<file path="config.mk">
export PLATFORM = sky130hd
export DESIGN_NAME = vga_timing_out
export DESIGN_NICKNAME = d
export VERILOG_FILES = /design/src/rtl/vga_timing_out.sv
export SDC_FILE = /design/constraint.sdc
export NUM_CORES = 1
export LEC_CHECK = 0
export CAP_MARGIN = 10
export CORE_ASPECT_RATIO = 1.5
export CORE_UTILIZATION = 49
export DETAILED_ROUTE_END_ITERATION = 6
export GPL_TIMING_DRIVEN = 0
export HOLD_SLACK_MARGIN = 0.05
export MAX_ROUTING_LAYER = met4
export PLACE_DENSITY = 0.86
export SLEW_MARGIN = 20
export SYNTH_ARGS = -nofsm -noshare
export SYNTH_HDL_FRONTEND = slang
export SYNTH_SLANG_ARGS = --single-unit
</file>
<file path="constraint.sdc">
create_clock -name clk_25M -period 3.5 [get_ports clk_25M]
set_input_delay 0.525 -clock clk_25M [delete_from_list [all_inputs] [get_ports clk_25M]]
set_output_delay 0.525 -clock clk_25M [all_outputs]
set_load 0.01 [all_outputs]
</file>
<file path="src/rtl/vga_timing_out.sv">
// 640x480@60 VGA timing generator: drives row-fetch control for the row buffer and
// produces pipeline-aligned syncs plus RGB565-decoded colour (or colour bars).
module vga_timing_out #(
  parameter int H_VISIBLE   = 640,
  parameter int H_FRONT     = 16,
  parameter int H_SYNC      = 96,
  parameter int H_TOTAL     = 800,
  parameter int V_VISIBLE   = 480,
  parameter int V_FRONT     = 10,
  parameter int V_SYNC      = 2,
  parameter int V_TOTAL     = 525,
  parameter int PIPE_LAT    = 2,
  parameter int ROW_REQ_LEN = 40,
  parameter int SWAP_BYTES  = 1
) (
  input  logic        clk_25M,
  input  logic        rst_n_25M,
  input  logic [15:0] pixel_data,
  input  logic        test_pattern,
  output logic [9:0]  vga_h_counter,
  output logic [9:0]  vga_v_counter,
  output logic        start_frame,
  output logic        start_row,
  output logic        vga_hsync,
  output logic        vga_vsync,
  output logic [4:0]  vga_r,
  output logic [5:0]  vga_g,
  output logic [4:0]  vga_b,
  output logic        frame_done
);

  localparam logic [9:0] H_LAST     = 10'(H_TOTAL - 1);
  localparam logic [9:0] V_LAST     = 10'(V_TOTAL - 1);
  localparam logic [9:0] H_VIS      = 10'(H_VISIBLE);
  localparam logic [9:0] V_VIS      = 10'(V_VISIBLE);
  localparam logic [9:0] HS_START   = 10'(H_VISIBLE + H_FRONT);
  localparam logic [9:0] HS_END     = 10'(H_VISIBLE + H_FRONT + H_SYNC);
  localparam logic [9:0] VS_START   = 10'(V_VISIBLE + V_FRONT);
  localparam logic [9:0] VS_END     = 10'(V_VISIBLE + V_FRONT + V_SYNC);
  localparam logic [9:0] ROW_END    = 10'(H_VISIBLE + ROW_REQ_LEN);
  localparam logic [9:0] V_ROW_LAST = 10'(V_VISIBLE - 1);
  localparam int         BAR_W      = H_VISIBLE / 8;

  logic [9:0] h_reg, h_next;
  logic [9:0] v_reg, v_next;
  logic       start_frame_reg, start_row_reg, frame_done_reg;
  logic       active_raw, hs_raw_n, vs_raw_n;

  logic [PIPE_LAT-1:0] act_pipe_reg, hs_pipe_reg, vs_pipe_reg;
  logic [9:0]          hcol_pipe_reg [PIPE_LAT];
  logic                act_d, hs_d, vs_d;
  logic [9:0]          hcol_d;

  logic [6:0]  bar_ge;
  logic [2:0]  bar_idx;
  logic [15:0] px;
  logic [4:0]  r_next, b_next;
  logic [5:0]  g_next;
  logic        hsync_reg, vsync_reg;
  logic [4:0]  r_reg, b_reg;
  logic [5:0]  g_reg;

  always_comb begin
    h_next = h_reg + 10'd1;
    v_next = v_reg;
    if (h_reg == H_LAST) begin
      h_next = '0;
      v_next = (v_reg == V_LAST) ? '0 : v_reg + 10'd1;
    end
  end

  assign active_raw = (h_reg < H_VIS) && (v_reg < V_VIS);
  assign hs_raw_n   = !((h_reg >= HS_START) && (h_reg < HS_END));
  assign vs_raw_n   = !((v_reg >= VS_START) && (v_reg < VS_END));

  // Control flags are computed from the next counter value so they line up with vga_*_counter.
  always_ff @(posedge clk_25M or negedge rst_n_25M) begin
    if (!rst_n_25M) begin
      h_reg           <= '0;
      v_reg           <= '0;
      start_frame_reg <= 1'b0;
      start_row_reg   <= 1'b0;
      frame_done_reg  <= 1'b0;
    end else begin
      h_reg           <= h_next;
      v_reg           <= v_next;
      start_frame_reg <= (v_next == V_LAST);
      start_row_reg   <= (h_next >= H_VIS) && (h_next < ROW_END) &&
                         ((v_next == V_LAST) || (v_next < V_ROW_LAST));
      frame_done_reg  <= (h_next == H_LAST) && (v_next == V_LAST);
    end
  end

  // Delay line matching the row buffer read latency, so column k meets its pixel.
  always_ff @(posedge clk_25M or negedge rst_n_25M) begin
    if (!rst_n_25M) begin
      act_pipe_reg <= '0;
      hs_pipe_reg  <= '1;
      vs_pipe_reg  <= '1;
      for (int i = 0; i < PIPE_LAT; i++) hcol_pipe_reg[i] <= '0;
    end else begin
      act_pipe_reg[0]  <= active_raw;
      hs_pipe_reg[0]   <= hs_raw_n;
      vs_pipe_reg[0]   <= vs_raw_n;
      hcol_pipe_reg[0] <= h_reg;
      for (int i = 1; i < PIPE_LAT; i++) begin
        act_pipe_reg[i]  <= act_pipe_reg[i-1];
        hs_pipe_reg[i]   <= hs_pipe_reg[i-1];
        vs_pipe_reg[i]   <= vs_pipe_reg[i-1];
        hcol_pipe_reg[i] <= hcol_pipe_reg[i-1];
      end
    end
  end

  assign act_d  = act_pipe_reg[PIPE_LAT-1];
  assign hs_d   = hs_pipe_reg[PIPE_LAT-1];
  assign vs_d   = vs_pipe_reg[PIPE_LAT-1];
  assign hcol_d = hcol_pipe_reg[PIPE_LAT-1];

  generate
    for (genvar gi = 0; gi < 7; gi++) begin : g_bar_edge
      assign bar_ge[gi] = (hcol_d >= 10'(BAR_W * (gi + 1)));
    end
  endgenerate

  always_comb begin
    bar_idx = '0;
    for (int i = 0; i < 7; i++) bar_idx = bar_idx + {2'b00, bar_ge[i]};
  end

  assign px = (SWAP_BYTES != 0) ? {pixel_data[7:0], pixel_data[15:8]} : pixel_data;

  // Bar order white,yellow,cyan,green,magenta,red,blue,black maps to inverted index bits.
  always_comb begin
    r_next = '0;
    g_next = '0;
    b_next = '0;
    if (act_d) begin
      if (test_pattern) begin
        r_next = {5{~bar_idx[1]}};
        g_next = {6{~bar_idx[2]}};
        b_next = {5{~bar_idx[0]}};
      end else begin
        r_next = px[15:11];
        g_next = px[10:5];
        b_next = px[4:0];
      end
    end
  end

  always_ff @(posedge clk_25M or negedge rst_n_25M) begin
    if (!rst_n_25M) begin
      hsync_reg <= 1'b1;
      vsync_reg <= 1'b1;
      r_reg     <= '0;
      g_reg     <= '0;
      b_reg     <= '0;
    end else begin
      hsync_reg <= hs_d;
      vsync_reg <= vs_d;
      r_reg     <= r_next;
      g_reg     <= g_next;
      b_reg     <= b_next;
    end
  end

  assign vga_h_counter = h_reg;
  assign vga_v_counter = v_reg;
  assign start_frame   = start_frame_reg;
  assign start_row     = start_row_reg;
  assign frame_done    = frame_done_reg;
  assign vga_hsync     = hsync_reg;
  assign vga_vsync     = vsync_reg;
  assign vga_r         = r_reg;
  assign vga_g         = g_reg;
  assign vga_b         = b_reg;

endmodule

</file>
==> summary.md <==
| Metric | Value |
|---|---|
| Starting Density | 0.507 |
| Die area | 5950 sq um |
| Slowest library cell on the worst path | fa_1 |
| Critical Path Start | hcol_d[6]$_DFF_PN0_ |
| Post-CTS setup buffers | 0 |
| Min Hold Slack | 236 ps |
| Clk_lat worst skew | 330 ps |
| Synth Warn # | 0 |
| Core area | 5450 sq um |
| CTS tree | yes |
| Power Density | 367 nW/um^2 |
| CP Launch Type | register |
| CTS HTree Levels | 3 |
| Final #Nets | 349 |
| Syn Std Cell Area | 2760 sq um |
| First-pass GRT wire length | 9550 um |
| CP Capture Type | register |
| Pre-CTS WS | 189 ps |
| Relative slew slack | 0.518 |
| Post-synth EDFFs | 0 |
| Die width | 63.3 um |
| Setup Skew | 5.51 ps |
| First-pass detailed-route iteration total | 4 |
| GP Congestion | 0.929 |
| Crit path max fanout | 7 |
| Cell count after synthesis | 251 |
| Post-synthesis sequential area ratio | 0.537 |
| CTS clk-pin slew, worst paths | 60 ps |
| Area post-placement | 3440 sq um |
| Largest stage delay, worst path | 560 ps |
| P_leak | 0.00155 uW |
| Max-Cap Viols | 0 |
| CP required | 3740 ps |
| Crit path buf inv count | 1 |
| Initial antenna violation count | 0 |
| Cts hold-fix bufs | 0 |
| Hold Fails Final Rpt | 0 |
| Layout cells sized above 1 | 0.0951 |
| Clock Sinks | 59 |
| Commonest cells in the netlist | dfrtp_1 (53), nand2b_1 (20), o21ai_0 (14), a21boi_0 (13), nand2_1 (13) |
| Dpl cells | 380 |
| # DRC | 0 |
| HP Class | in2async |
| Reg2Reg Setup Slack | 200 ps |
| Post_cts resized | 0 |
| Final setup vio count | 0 |
| Netlist cell types | 49 |
| Peak VDD IR | 0.222 mV |
| Reg2reg start | hcol_d[6]$_DFF_PN0_ |
| Final ANT Viol Nets | 0 |
| Crit Path Class | reg2reg |
| Rows | 33 |
| Max frequency | 0.303 GHz |
| Grt total ovfl | 0 |
| Crit path cell chain | o21ai_0 -> and3b_1 -> fa_1 -> fa_1 -> inv_1 -> fa_1 -> fa_1 -> nand2b_1 -> a21boi_0 |
| Die height | 93.9 um |
| Fin area | 3620 sq um |
| Synth Register Bits | 59 |
| Non-Filler Instances | 396 |
| All-Layer GR Usage | 0.217 |
| Status | completed |
| Top cells by area, synth | dfrtp_1 (48%), dfstp_2 (5.7%), nand2b_1 (4.5%) |
| Final min period | 3300 ps |
| Area Growth Syn to Fin | 31.0% |
| Number of diodes | 0 |
| Top FF cell, synth | dfrtp_1 |
| Vias in the first global route | 2109 |
| CTS root buf | clkbuf_8 |
| M1 WL | 2400 um |
| Setup TNS | 0 ps |
| DRT iter0 DRCs | 125 |
| Via count | 2168 |
| Average size of a mapped cell | 11.0 sq um |
| Crit share post-route | 0.943 |
| Critical path arrival | 3540 ps |
| Met3 WL | 288 um |
| Critical path's most frequent cell | fa_1 |
| I/O pin cnt | 60 |
| PortBufs | 59 |
| Final setup margin | 198 ps |
| Highest metal used | met4 |
| DR vias/cell | 5.47 |
| WL met2 | 3000 um |
| Mapped Nets | 279 |
| Top-count cell post-synth | dfrtp_1 |
| Asr flop ratio synth | 1.00 |
| Biggest area consumer among synthesized cells | dfrtp_1 |
| Largest net degree at the start of global routing | 60 |
| CTS buffer count | 9 |
| Family with the most delay on the worst path | adder cells |
| Clk buf depth | 2 |
| Least-Margin Pin Slew | 723 ps |
| RSZ-0062 raised after global routing | no |
| Drt total wl | 5850 um |
| Share of the synthesized area in the top cell type | 0.480 |
| Reg2reg end | vga_r[2]$_DFF_PN0_ |
| WL per Instance | 14.8 um |
| Pins over their slew limit | 0 |
| Worst reg-to-reg path cell count | 9 |
| Post-DP HPWL | 4090 um |
[kinds of logic after synthesis]
kind of cell               count (synthesis)  share of synthesized area
buffers and inverters                     24                     0.0367
xor gates and xnor gates                  11                     0.0349
muxes                                      2                    0.00725
DFF                                       59                      0.537
adders and majority gates                  9                     0.0517
and+or+nand+nor                           95                      0.200
AOI/OAI and AO/OA                         51                      0.132
[layout make-up]
type                    instances  area (sq um)
fillers                       421          1830
flip-flops and latches         59          1480
multi-input cells             168          1180
repair buffers                 59           588
clock buffers                  12           155
well taps                      70          87.6
plain buffers                  13          60.1
inverters                      11          41.3
clock inverters                 4          25.0
[through the flow]
stage,util,total power [uW]
floorplan,-,729
global placement,0.631,787
detailed placement,0.631,789
CTS,0.664,1350
global route,0.664,1390
finish,0.664,1330
[placed cells by master (no fill, tap or decap), types with 2 or more instances in the layout]
cell / instances
inv_1: 11
o311ai_0: 2
clkinv_2: 2
nand4_1: 9
nor2_1: 11
nand2_1: 13
dfrtp_1: 53
a21oi_1: 3
o211ai_1: 2
fa_1: 4
buf_2: 3
nor4b_1: 2
ha_1: 5
nor3_1: 6
and2_1: 3
clkdlybuf4s50_1: 58
or3_1: 2
dfstp_2: 6
o21a_1: 3
clkbuf_8: 11
mux2i_1: 2
xor2_1: 5
clkbuf_1: 10
nand3_1: 9
o21ai_0: 14
a21boi_0: 13
and4_1: 3
nand3b_1: 2
and3_1: 5
o31ai_1: 2
xnor2_1: 6
nand2b_1: 20
o211a_1: 3
and3b_1: 2
clkinvlp_4: 2
[where the power goes]
| part | internal, uW | switching, uW | total (uW) |
|---|---|---|---|
| clock | 293 | 260 | 553 |
| combinational | 44.1 | 35.1 | 79.2 |
| sequential | 693 | 2.62 | 696 |
| total | 1030 | 297 | 1330 |
[per-layer routing]
layer | track usage | vias to the layer above
met5 | - | -
met4 | 0.112 | 0
met3 | 0.0437 | 18
met2 | 0.364 | 86
met1 | 0.246 | 1037
li1 | - | 1027
[worst max path at each step]
stage	endpoint	cells after the start
2_1_floorplan	vga_r[0]$_DFF_PN0_	9
4_1_cts	vga_r[4]$_DFF_PN0_	9
5_1_grt	vga_r[0]$_DFF_PN0_	9
3_5_place_dp	vga_r[4]$_DFF_PN0_	9
3_3_place_gp	vga_v_counter[2]$_DFF_PN0_	1
6_report	vga_r[2]$_DFF_PN0_	9
Note: power is estimated with default switching activity, not from simulation.
==> patch 1: new RTL, config.mk and constraints unchanged <==
Set the parameter `V_TOTAL` to 262 (it was 525).
--- a/src/rtl/vga_timing_out.sv
+++ b/src/rtl/vga_timing_out.sv
@@ -9,5 +9,5 @@
   parameter int V_FRONT     = 10,
   parameter int V_SYNC      = 2,
-  parameter int V_TOTAL     = 525,
+  parameter int V_TOTAL     = 262,
   parameter int PIPE_LAT    = 2,
   parameter int ROW_REQ_LEN = 40,
Formal check against the unedited RTL: same outputs for any inputs over 10 cycles, from zero or initial values and one cycle with rst_n_25M low; that may be too few to reach the edited logic, so the function may still have changed.
==> patch 1 against the original RTL <==
Design area grew 3.7%. Non-clock buffer count grew 2. Total power grew 4.5%. Final cell count increased by 3.8%. Synthesized area grew 4.4%. Hold slack better by 0.0074 ns. Via count rose by 8.0%. Sequential cell count did not move. Routed wire length is 9.5% higher. Setup slack worse by 0.045 ns. Synthesized cell count is 6.4% higher. Clock power is 11% higher. Critical endpoint is now vga_r[4]$_DFF_PN0_. Largest power group unchanged.
==> patch 1: results <==
final_layout:
  n_clock_buffer: 13
  multi_input_comb_cells: 183
  n_sequential_cell: 59
  multi_input_area_share_pct: 34.18
  fillers: 409
  drive_gt1_share_pct: 10.26
  nonClkBufAreaFrac_pct: 17.77
synthesis:
  ys_top_cells_by_count: "53 x dfrtp_1, 22 x nand2_1, 20 x nand2b_1"
  synth_compound_area_share_pct: 13.50
  syn_area_per_cell_um2: 10.80
  synth_nets: 295
  ys_seq_area_share_pct: 51.48
  synth_fa_ha_area_share_pct: 4.948
  netlist_instances: 267
  synthMuxAreaShare_pct: 0.3472
route:
  wl_per_cell_um: 15.60
  met1Wirelength_um: 2389
  num_vias: 2341
  wl_um: 6410
grt:
  globalRouteMet3Util_pct: 4.265
  met2_usage_pct: 41.84
  grt_pass1_wl_um: 10480
place:
  dp.cells: 396
  gp_congestion: 0.8820
  place_hpwl_um: 4485
power:
  power_density_nw_per_um2: 369.9
  ir_drop_mv: 0.1827
  p_leak_nw: 1.568
sta:
  clock_skew_ns: 0.006107
  worstMarginPinSlew_ns: 0.7023
worst_setup_path:
  cp.arrival_ns: 3.58
  crit_path_max_incr_delay_ns: 0.54
run_status:
  outcome: "completed"
==> patch 1: worst paths after layout <==
path | startpoint | endpoint | slack [ns] | cells after the start
worst min-delay path | rst_n_25M | vga_b[3]$_DFF_PN0_ | 0.24 | 1
min in group clk_25M | hcol_pipe_reg[18]$_DFF_PN0_ | hcol_d[8]$_DFF_PN0_ | 0.34 | 0
worst max-delay path | hcol_d[6]$_DFF_PN0_ | vga_r[4]$_DFF_PN0_ | 0.15 | 9
worst max register to register | hcol_d[6]$_DFF_PN0_ | vga_r[4]$_DFF_PN0_ | 0.15 | 9
max in group asynchronous | rst_n_25M | vga_v_counter[2]$_DFF_PN0_ | 2.80 | 1
worst min register to register | hcol_pipe_reg[18]$_DFF_PN0_ | hcol_d[8]$_DFF_PN0_ | 0.34 | 0
==> patch 1: where the power goes <==
group	total [mW]	switching [mW]	leakage [nW]	internal (mW)
registers	0.696	0.00277	0.714	0.694
clock network	0.612	0.249	0.0995	0.363
logic	0.0792	0.0350	0.755	0.0442
==> patch 2: new RTL, same flow settings <==
Without the edit above. Take the reset off `v_reg` and load it in a clocked block of its own.
--- a/src/rtl/vga_timing_out.sv
+++ b/src/rtl/vga_timing_out.sv
@@ -78,5 +78,4 @@
     if (!rst_n_25M) begin
       h_reg           <= '0;
-      v_reg           <= '0;
       start_frame_reg <= 1'b0;
       start_row_reg   <= 1'b0;
@@ -84,5 +83,4 @@
     end else begin
       h_reg           <= h_next;
-      v_reg           <= v_next;
       start_frame_reg <= (v_next == V_LAST);
       start_row_reg   <= (h_next >= H_VIS) && (h_next < ROW_END) &&
@@ -90,4 +88,8 @@
       frame_done_reg  <= (h_next == H_LAST) && (v_next == V_LAST);
     end
+  end
+
+  always_ff @(posedge clk_25M) begin
+    v_reg <= v_next;
   end
 
Function: same outputs for any inputs over 10 cycles, from zero or initial values and one cycle with rst_n_25M low; that may be too few to reach the edited logic, so the function may still have changed.
==> patch 2 against the original RTL <==
Fmax up 1.8%. Clock skew up 0.0024 ns. First-iteration DRC count down 13%. Global-route usage up 0.54 points. Sequential cell count unchanged. Routed wire length down 1.4%. Total power up 11%. Synthesized area down 1.8%. Combinational power about the same. Design area up 0.38%. Highest routed layer unchanged. Setup slack better by 0.059 ns.
==> patch 2: results <==
run_status:
  outcome: "completed"
synthesis:
  ys_top_cells_by_count: "43 x dfrtp_1, 20 x nand2b_1, 14 x o21ai_0"
  synth_cell_types: 50
  yosys-top-cells-area: "dfrtp_1 40%, dfxtp_1 7.4%, dfstp_2 5.8%"
sta:
  clock_skew_ns: 0.007869
  worstMarginPinSlew_ns: 0.5126
power:
  p_sw_share_pct: 19.94
  ir_drop_mv: 0.2016
  p_leak_nw: 1.517
final_layout:
  syn2layout_area_growth_pct: 33.92
  buffers: 73
  nonClkBufAreaFrac_pct: 18.33
  final_nets: 350
  seq_area_um2: 1435
  final-clk-cell-share_pct: 6.272
place:
  place_hpwl_um: 4100
  gp_congestion: 0.8260
  dpl_cell_area_um2: 3402
  dp_slack_ns: 0.2617
  dp.cells: 379
die:
  die_x_um: 62.74
grt:
  grt_use_total_pct: 22.29
  grt_pass1_vias: 2097
  grt_max_degree: 31
route:
  wl_um: 5769
  drtIter0Drc: 109
  num_vias: 2209
worst_setup_path:
  cp_max_fo: 5
[patch 2: cell types whose count changed after synthesis]
| cell | change |
|---|---|
| dfrtp_1 | -10 |
| dfxtp_1 | +10 |
[patch 2: final timing paths]
path | from | to | slack, ns | cells past startpoint
min in group clk_25M | hcol_pipe_reg[14]$_DFF_PN0_ | hcol_d[4]$_DFF_PN0_ | 0.35 | 0
min reg2reg | hcol_pipe_reg[14]$_DFF_PN0_ | hcol_d[4]$_DFF_PN0_ | 0.35 | 0
min | rst_n_25M | vga_h_counter[4]$_DFF_PN0_ | 0.14 | 1
max | hcol_d[8]$_DFF_PN0_ | vga_r[2]$_DFF_PN0_ | 0.26 | 9
max reg2reg | hcol_d[8]$_DFF_PN0_ | vga_r[2]$_DFF_PN0_ | 0.26 | 9
max in group asynchronous | rst_n_25M | vs_pipe_reg[0]$_DFF_PN1_ | 2.78 | 2
[patch 2: power by group through the flow]
stage / logic (mW) / registers [mW] / clock network, mW
floorplan: 0.0139 / 0.714 / 0
global placement: 0.0770 / 0.707 / 0
detailed placement: 0.0802 / 0.707 / 0
CTS: 0.0807 / 0.694 / 0.711
global route: 0.0869 / 0.695 / 0.742
finish: 0.0789 / 0.694 / 0.696
[patch 2: routing by layer]
metal  share of wire (%)  GRT usage [%]
met5                   0              -
met4                 4.5          14.34
met3                 5.7          5.610
met2                  50          36.23
met1                  40          24.23
[patch 2: cell families (layout without fill, tap and decap cells)]
kind of cell               Yosys count  after routing  share of synthesized area (%)
adders and majority gates            9              9                          5.261
muxes                                2              2                         0.7384
xor gates and xnor gates            11             11                          3.553
buffers and inverters               24            100                          3.738
AOI/OAI and AO/OA                   51             51                          13.43
DFF                                 59             59                          52.88
and+or+nand+nor                     95             95                          20.40
